<file path="src/rtl/usb_tx_pkg.sv">
// Shared types and constants for the USB packet transmitter.
// No ports. The package provides the FSM state enum, the encoder line-mode
// enum, the packet framing constants, the line-state encodings
// ({d_plus, d_minus}) and a helper that builds the PID byte.
package usb_tx_pkg;

  typedef enum logic [2:0] {
    ST_IDLE,
    ST_SYNC,
    ST_PID,
    ST_DATA,
    ST_EOP_SE0,
    ST_EOP_J
  } tx_state_t;

  // What the encoder drives at the start of the next bit period.
  typedef enum logic [1:0] {
    MODE_DATA,
    MODE_SE0,
    MODE_J
  } line_mode_t;

  localparam logic [7:0] SYNC_BYTE    = 8'h80;
  localparam int         STUFF_LIMIT  = 6;
  localparam int         EOP_SE0_BITS = 2;

  localparam logic [1:0] LINE_J   = 2'b10;
  localparam logic [1:0] LINE_K   = 2'b01;
  localparam logic [1:0] LINE_SE0 = 2'b00;

  function automatic logic [7:0] pid_byte(input logic [3:0] p);
    return {~p, p};
  endfunction

endpackage

</file>
<file path="src/rtl/usb_tx_encoder.sv">
// Line encoder for the USB transmitter: bit timer, NRZI line register and
// bit stuffing.
// Ports:
//   clk, rst      clock, asynchronous active-high reset
//   en            a packet is in progress (timer and ones counter run)
//   mode          what to put on the line at the next bit start
//   bit_in        data bit to send when bit_req is high
//   bit_req       this cycle ends a bit period and bit_in is consumed at the edge
//   d_plus/d_minus registered line outputs
// bit_req stays low at the end of the bit that completes a run of
// STUFF_LIMIT ones; the stuffed 0 goes out in that slot instead.
module usb_tx_encoder
  import usb_tx_pkg::*;
#(
  parameter int CLKS_PER_BIT = 8
) (
  input  logic       clk,
  input  logic       rst,
  input  logic       en,
  input  line_mode_t mode,
  input  logic       bit_in,
  output logic       bit_req,
  output logic       d_plus,
  output logic       d_minus
);

  localparam int            CW       = $clog2(CLKS_PER_BIT);
  localparam logic [CW-1:0] CNT_LOAD = CW'(CLKS_PER_BIT - 1);

  logic [CW-1:0] cnt;
  logic [2:0]    ones;
  logic [1:0]    line_q;
  logic          tick;
  logic          stuff;

  // cnt sits at zero while idle, so the first bit starts one cycle after en rises.
  assign tick    = en && (cnt == '0);
  assign stuff   = (ones == 3'(STUFF_LIMIT));
  assign bit_req = tick && !stuff;

  always_ff @(posedge clk or posedge rst) begin
    if (rst) begin
      cnt    <= '0;
      ones   <= '0;
      line_q <= LINE_J;
    end else if (!en) begin
      cnt  <= '0;
      ones <= '0;
    end else if (tick) begin
      cnt <= CNT_LOAD;
      case (mode)
        MODE_SE0: begin
          line_q <= LINE_SE0;
          ones   <= '0;
        end
        MODE_J: begin
          line_q <= LINE_J;
          ones   <= '0;
        end
        default: begin
          // A stuffed bit or a data 0 toggles the line; a data 1 holds it.
          if (stuff || !bit_in) begin
            line_q <= (line_q == LINE_J) ? LINE_K : LINE_J;
            ones   <= '0;
          end else begin
            ones <= ones + 3'd1;
          end
        end
      endcase
    end else begin
      cnt <= cnt - CW'(1);
    end
  end

  assign d_plus  = line_q[1];
  assign d_minus = line_q[0];

endmodule

</file>
<file path="src/rtl/usb_transmitter.sv">
// USB full-speed-style packet transmitter. Sends SYNC, PID, zero or more
// bytes from a show-ahead TX FIFO, then EOP, NRZI-encoded with bit stuffing.
// Ports:
//   clk, rst              clock, asynchronous active-high reset
//   start, pid            packet request (taken in IDLE only) and PID nibble
//   fifo_empty, fifo_data show-ahead TX FIFO head
//   fifo_rd               pop; fifo_data is captured on the same edge
//   busy, done            packet in progress, completion pulse
//   d_plus, d_minus       registered bus lines
//
// state      | meaning
// -----------+-----------------------------------------------
// ST_IDLE    | line J, waiting for start
// ST_SYNC    | shifting out the SYNC byte
// ST_PID     | shifting out {~pid, pid}
// ST_DATA    | shifting out a FIFO byte
// ST_EOP_SE0 | two bit times of SE0
// ST_EOP_J   | one bit time of J, then done
module usb_transmitter
  import usb_tx_pkg::*;
#(
  parameter int CLKS_PER_BIT = 8
) (
  input  logic       clk,
  input  logic       rst,
  input  logic       start,
  input  logic [3:0] pid,
  input  logic       fifo_empty,
  input  logic [7:0] fifo_data,
  output logic       fifo_rd,
  output logic       busy,
  output logic       done,
  output logic       d_plus,
  output logic       d_minus
);

  tx_state_t  state, state_nxt;
  logic [7:0] shifter, shifter_nxt;
  logic [3:0] pid_q, pid_nxt;
  logic [3:0] bits_left, bits_left_nxt;
  logic [7:0] new_byte;
  logic       load;
  logic       leave;
  logic       bit_req;
  logic       bit_in;
  line_mode_t mode;

  usb_tx_encoder #(.CLKS_PER_BIT(CLKS_PER_BIT)) u_enc (
    .clk     (clk),
    .rst     (rst),
    .en      (state != ST_IDLE),
    .mode    (mode),
    .bit_in  (bit_in),
    .bit_req (bit_req),
    .d_plus  (d_plus),
    .d_minus (d_minus)
  );

  // bits_left == 0 on a bit_req means the current byte's last bit has just
  // finished its period: that cycle is the byte boundary, and the first bit
  // of the next byte (or SE0) goes out on its closing edge.
  always_comb begin
    state_nxt     = state;
    shifter_nxt   = shifter;
    pid_nxt       = pid_q;
    bits_left_nxt = bits_left;
    new_byte      = shifter;
    load          = 1'b0;
    bit_in        = 1'b1;
    fifo_rd       = 1'b0;
    leave         = 1'b0;
    case (state)
      ST_IDLE: begin
        // done is high in the cycle right after a packet; start is ignored there.
        if (start && !done) begin
          pid_nxt       = pid;
          shifter_nxt   = SYNC_BYTE;
          bits_left_nxt = 4'd8;
          state_nxt     = ST_SYNC;
        end
      end
      ST_SYNC, ST_PID, ST_DATA: begin
        if (bit_req) begin
          if (bits_left != 4'd0) begin
            bit_in        = shifter[0];
            shifter_nxt   = {1'b0, shifter[7:1]};
            bits_left_nxt = bits_left - 4'd1;
          end else if (state == ST_SYNC) begin
            new_byte  = pid_byte(pid_q);
            load      = 1'b1;
            state_nxt = ST_PID;
          end else if (!fifo_empty) begin
            new_byte  = fifo_data;
            load      = 1'b1;
            fifo_rd   = 1'b1;
            state_nxt = ST_DATA;
          end else begin
            bits_left_nxt = 4'(EOP_SE0_BITS - 1);
            state_nxt     = ST_EOP_SE0;
          end
          if (load) begin
            bit_in        = new_byte[0];
            shifter_nxt   = {1'b0, new_byte[7:1]};
            bits_left_nxt = 4'd7;
          end
        end
      end
      ST_EOP_SE0: begin
        if (bit_req) begin
          if (bits_left != 4'd0) bits_left_nxt = bits_left - 4'd1;
          else                   state_nxt     = ST_EOP_J;
        end
      end
      ST_EOP_J: begin
        if (bit_req) begin
          state_nxt = ST_IDLE;
          leave     = 1'b1;
        end
      end
      default: state_nxt = ST_IDLE;
    endcase
  end

  // The mode follows the state being entered so SE0/J start on the same edge
  // as the transition.
  always_comb begin
    case (state_nxt)
      ST_EOP_SE0:       mode = MODE_SE0;
      ST_EOP_J, ST_IDLE: mode = MODE_J;
      default:          mode = MODE_DATA;
    endcase
  end

  always_ff @(posedge clk or posedge rst) begin
    if (rst) begin
      state     <= ST_IDLE;
      shifter   <= '0;
      pid_q     <= '0;
      bits_left <= '0;
      busy      <= 1'b0;
      done      <= 1'b0;
    end else begin
      state     <= state_nxt;
      shifter   <= shifter_nxt;
      pid_q     <= pid_nxt;
      bits_left <= bits_left_nxt;
      // busy lags the state by one edge so it rises with the first SYNC bit.
      busy      <= (state != ST_IDLE) && !leave;
      done      <= leave;
    end
  end

endmodule

</file>
<file path="config.mk">
export PLATFORM = sky130hd
export DESIGN_NAME = usb_transmitter
export DESIGN_NICKNAME = d
export VERILOG_FILES = /design/src/rtl/usb_tx_pkg.sv /design/src/rtl/usb_tx_encoder.sv /design/src/rtl/usb_transmitter.sv
export SDC_FILE = /design/constraint.sdc
export NUM_CORES = 1
export LEC_CHECK = 0
export BUFFER_PORTS_ARGS = -buffer_cell sky130_fd_sc_hd__buf_2
export CORE_MARGIN = 2
export CORE_UTILIZATION = 56
export DETAILED_ROUTE_END_ITERATION = 10
export MAX_ROUTING_LAYER = met4
export PLACE_DENSITY = 0.87
export SLEW_MARGIN = 20
export SYNTH_ARGS = -nofsm -noshare
export SYNTH_HDL_FRONTEND = slang
export SYNTH_HIERARCHICAL = 1
export SYNTH_SLANG_ARGS = --single-unit
export TNS_END_PERCENT = 100
</file>
<file path="constraint.sdc">
create_clock -name clk -period 4 [get_ports clk]
set_clock_uncertainty 0.15 [all_clocks]
set_input_delay 0 -clock clk [delete_from_list [all_inputs] [get_ports clk]]
set_output_delay 0 -clock clk [all_outputs]
set_load 0.02 [all_outputs]
</file>
==> impl_summary.log <==
INFO  metric run_status = finished, final reports clean
INFO  metric area.growth.synth_to_final = 21.7%
INFO  metric tritoncts.num_buffers = 5
INFO  metric design_power_total = about 650 uW
INFO  metric floorplan.core_area = slightly above 3000 sq um
INFO  metric layout_min_cycle_time = about 3500 ps
INFO  metric slew_headroom = between 40% and 50%
INFO  metric grt_start_max_net_pins = 22
INFO  metric holdCritStartpoint = fifo_data[3]
INFO  metric fin_worst_hold_slack = 54.1 ps
INFO  metric chipWidth = roughly 61 microns
INFO  metric synth_area_leaders = dfrtp_1 39%, ha_1 5.6%, nand2_1 5.2%
INFO  metric endpoint_kind = flop
INFO  metric clock_sink_count = 29
INFO  metric route.antenna.remaining_nets = 0
INFO  metric timing.reg2reg.setup_slack = roughly 450 ps
INFO  metric synth-edff-count = 0
INFO  metric criticalPathCategory = reg -> reg
INFO  metric max-cap-violations = 0
INFO  metric post_cts_resize_count = 0
INFO  metric io_pins = 21
INFO  metric min_path_cells = 5
INFO  metric synthesis.area_per_instance = 8.73 sq um
INFO  metric min_path_type = in -> reg
INFO  metric reg2regPathDepth = 13
INFO  metric ys_seq_elements = 29
INFO  metric initial_utilization = between 50% and 60%
INFO  metric cell_area_placed = 1940 sq um
INFO  metric antenna_cells_inserted = 0
INFO  metric dominantRegCellSynth = dfrtp_1
INFO  metric dp_hpwl = 2.76 mm
INFO  metric detail_route.first_pass.iterations = 5
INFO  metric cts.reportedPaths.clkPinSlew = 110 ps
INFO  metric drt-initial-drc-count = 73
INFO  metric static-leakage-power = 1.01 nW
INFO  metric synth_nets = 230
INFO  metric die_y = just over 60 microns
INFO  metric final_util = about 72%
INFO  metric total_number_of_vias = between 1500 and 2000
INFO  metric cts_root_buffer = clkbuf_4
INFO  metric finalWeightedCongestion = 0.863
INFO  metric asyncSetResetFlopFracSynth = 100%
INFO  metric finalInstanceArea = 2190 sq um
INFO  metric synth_seq_area_share = between 40% and 50%
INFO  metric synth_largest_area_cell = dfrtp_1
INFO  metric worst_pin_slew = about 780 ps
INFO  metric hold_path_end = shifter[2]
INFO  metric hold_viol_final = 0
INFO  metric detail_route.wirelength = 4.08 mm
INFO  metric core.rowCount = 20
INFO  metric grt_pass1_vias = between 1500 and 2000
INFO  metric synthesis.instances = between 200 and 250
INFO  metric synth-warning-count = 6
INFO  metric critical_path.reg2reg.startpoint = state[1]
INFO  metric gr-usage-all-layers = a little over a quarter
INFO  metric grt_setup_unrepaired = no
INFO  metric cell_area_after_synthesis = 1800 sq um
INFO  metric worstReg2RegEnd = u_enc/line_q[0]
INFO  metric route.detailed.vias_per_inst = just under 6
INFO  metric setup_viol = 0
INFO  metric max_freq = roughly 0.28 GHz
INFO  metric route.detailed.drc = 0
INFO  metric timing.critical_path.fanout_max = 16
INFO  metric cp.required = 4070 ps
INFO  metric cts_max_level = 2
INFO  metric cts_setup_buffers = 0
INFO  metric clockBufferDepth = 2
INFO  metric post_synthesis_cell_type_count = 49
INFO  metric cp-start-kind = flop
INFO  metric floorplan.die_area = ~3700 sq um
INFO  metric antenna_found_initial = 0
INFO  metric setup_total_negative_slack = 0 ps
INFO  metric wire_length_of_the_first_global_routing_pass = about 6.8 mm
INFO  metric avgRoutedWirePerCell = 14.2 microns
INFO  metric worstSkewPairLatency = around 340 ps
INFO  metric critPathArrivalTime = 3610 ps
INFO  metric num-fill-cells = about 260
INFO  metric global_route_overflow = 0
INFO  metric clock_tree_from_tritoncts = yes
INFO  metric fin_nets = around 270
INFO  metric cellPowerDensity = 296 nW/um^2
INFO  metric synth_top_area_share = approximately two fifths
INFO  metric worst_ir_drop_vdd = 0.241 mV
INFO  metric timing.final.max_slew_violations = 0
INFO  metric period_share = 88.6%
INFO  metric port_buffers = 20
INFO  metric drive_gt1_share = between 15 and 20%
[state kept, by name (all words and copies together), names as in the netlist]
signal / cells
busy: 1
u_enc/cnt: 3
state: 3
u_enc/line_q: 2
done: 1
shifter: 8
u_enc/ones: 3
bits_left: 4
pid_q: 4
[per-stage QoR]
step,setup WS (ps),instances
after floorplan,946,206
after global placement,768,264
after detailed placement,545,264
after CTS,499,287
after global routing,165,287
final,455,287
[cells by family (layout without fill, tap and decap cells)]
family          Yosys count  after routing  share of synthesized area [%]
simple gates             85             85                           25.6
compound gates           52             52                           20.7
buf+inv                  30             67                           6.40
flops                    29             29                           40.4
fa+ha+maj                 8              8                           5.56
mux                       2              2                           1.39
[per-layer routing]
| layer | global-route usage (%) | routed length [microns] | vias to the layer above | share of wire (%) |
|---|---|---|---|---|
| met5 | - | 0 | - | 0 |
| met4 | 7.76 | 30 | 0 | 0.74 |
| met3 | 6.82 | 274 | 4 | 6.7 |
| met2 | 44.1 | 2040 | 73 | 50 |
| met1 | 31.0 | 1730 | 789 | 42 |
| li1 | - | - | 795 | - |
[repair_timing]
item,in CTS,in global routing
hold buffers,15,0
endpoints found under the setup margin,0,0
endpoints found under the hold margin,40,0
[worst max path at each step]
| stage | start | to | slack [ps] |
|---|---|---|---|
| 6_report | state[1] | u_enc/line_q[0] | 450 |
| 5_1_grt | state[1] | u_enc/line_q[0] | 170 |
| 4_1_cts | state[1] | u_enc/line_q[0] | 500 |
| 3_5_place_dp | state[1] | u_enc/line_q[0] | 540 |
| 3_3_place_gp | state[1] | u_enc/line_q[0] | 770 |
| 2_1_floorplan | state[1] | u_enc/line_q[0] | 950 |
[cells in the mapped netlist, types with 2 or more instances]
library cell  number
a21boi_0           5
a21oi_1           11
a32oi_1            2
and2_1             2
and3_1             3
buf_2              2
clkbuf_1           6
dfrtp_1           28
ha_1               8
inv_1             22
nand2_1           25
nand2b_1           7
nand3_1            4
nand3b_1           2
nand4_1            2
nand4bb_1          2
nor2_1            16
nor2b_1            6
nor3_1             5
nor3b_1            3
o21ai_0            7
o22a_1             2
o22ai_1            5
o311a_1            2
o32ai_1            4
or3b_1             2
[layout by cell type, fill, tap and decap left out, types with 3 or more instances in the layout]
cell type / count
nor2b_1: 6
clkbuf_4: 5
o32ai_1: 4
dlygate4sd3_1: 15
nand3_1: 4
o21ai_0: 7
o22ai_1: 5
a21boi_0: 5
a21oi_1: 11
inv_1: 22
ha_1: 8
nor3b_1: 3
buf_2: 20
and3_1: 3
nor3_1: 5
nand2b_1: 7
dfrtp_1: 28
nand2_1: 25
nor2_1: 16
[critical path, stage by stage, from the launching register on]
cell and delay, ps:
dfrtp_1 640, nor3_1 150, inv_1 200, nand3b_1 140, a21oi_1 530, nand4bb_1 240, nor2_1 190, a32o_1 220
and2_1 160, inv_1 60, ha_1 350, nand2_1 110, nor2_1 40, mux2_4 250
[cell type report]
class	count	area, sq um	area share, %
multi-input cells	147	957	43.7
repair buffers	37	265	12.1
inverters	22	82.6	3.77
flip-flops and latches	29	727	33.2
clock buffers	5	37.5	1.71
well taps	44	55.1	2.51
clock inverters	3	65.1	2.97
[report_power, final]
part           switching [mW]  internal (mW)  total, mW
Sequential            0.00410          0.299      0.303
Combinational          0.0222         0.0220     0.0442
Clock                   0.108          0.194      0.302
No activity file was read; power rests on OpenSTA's default activity.
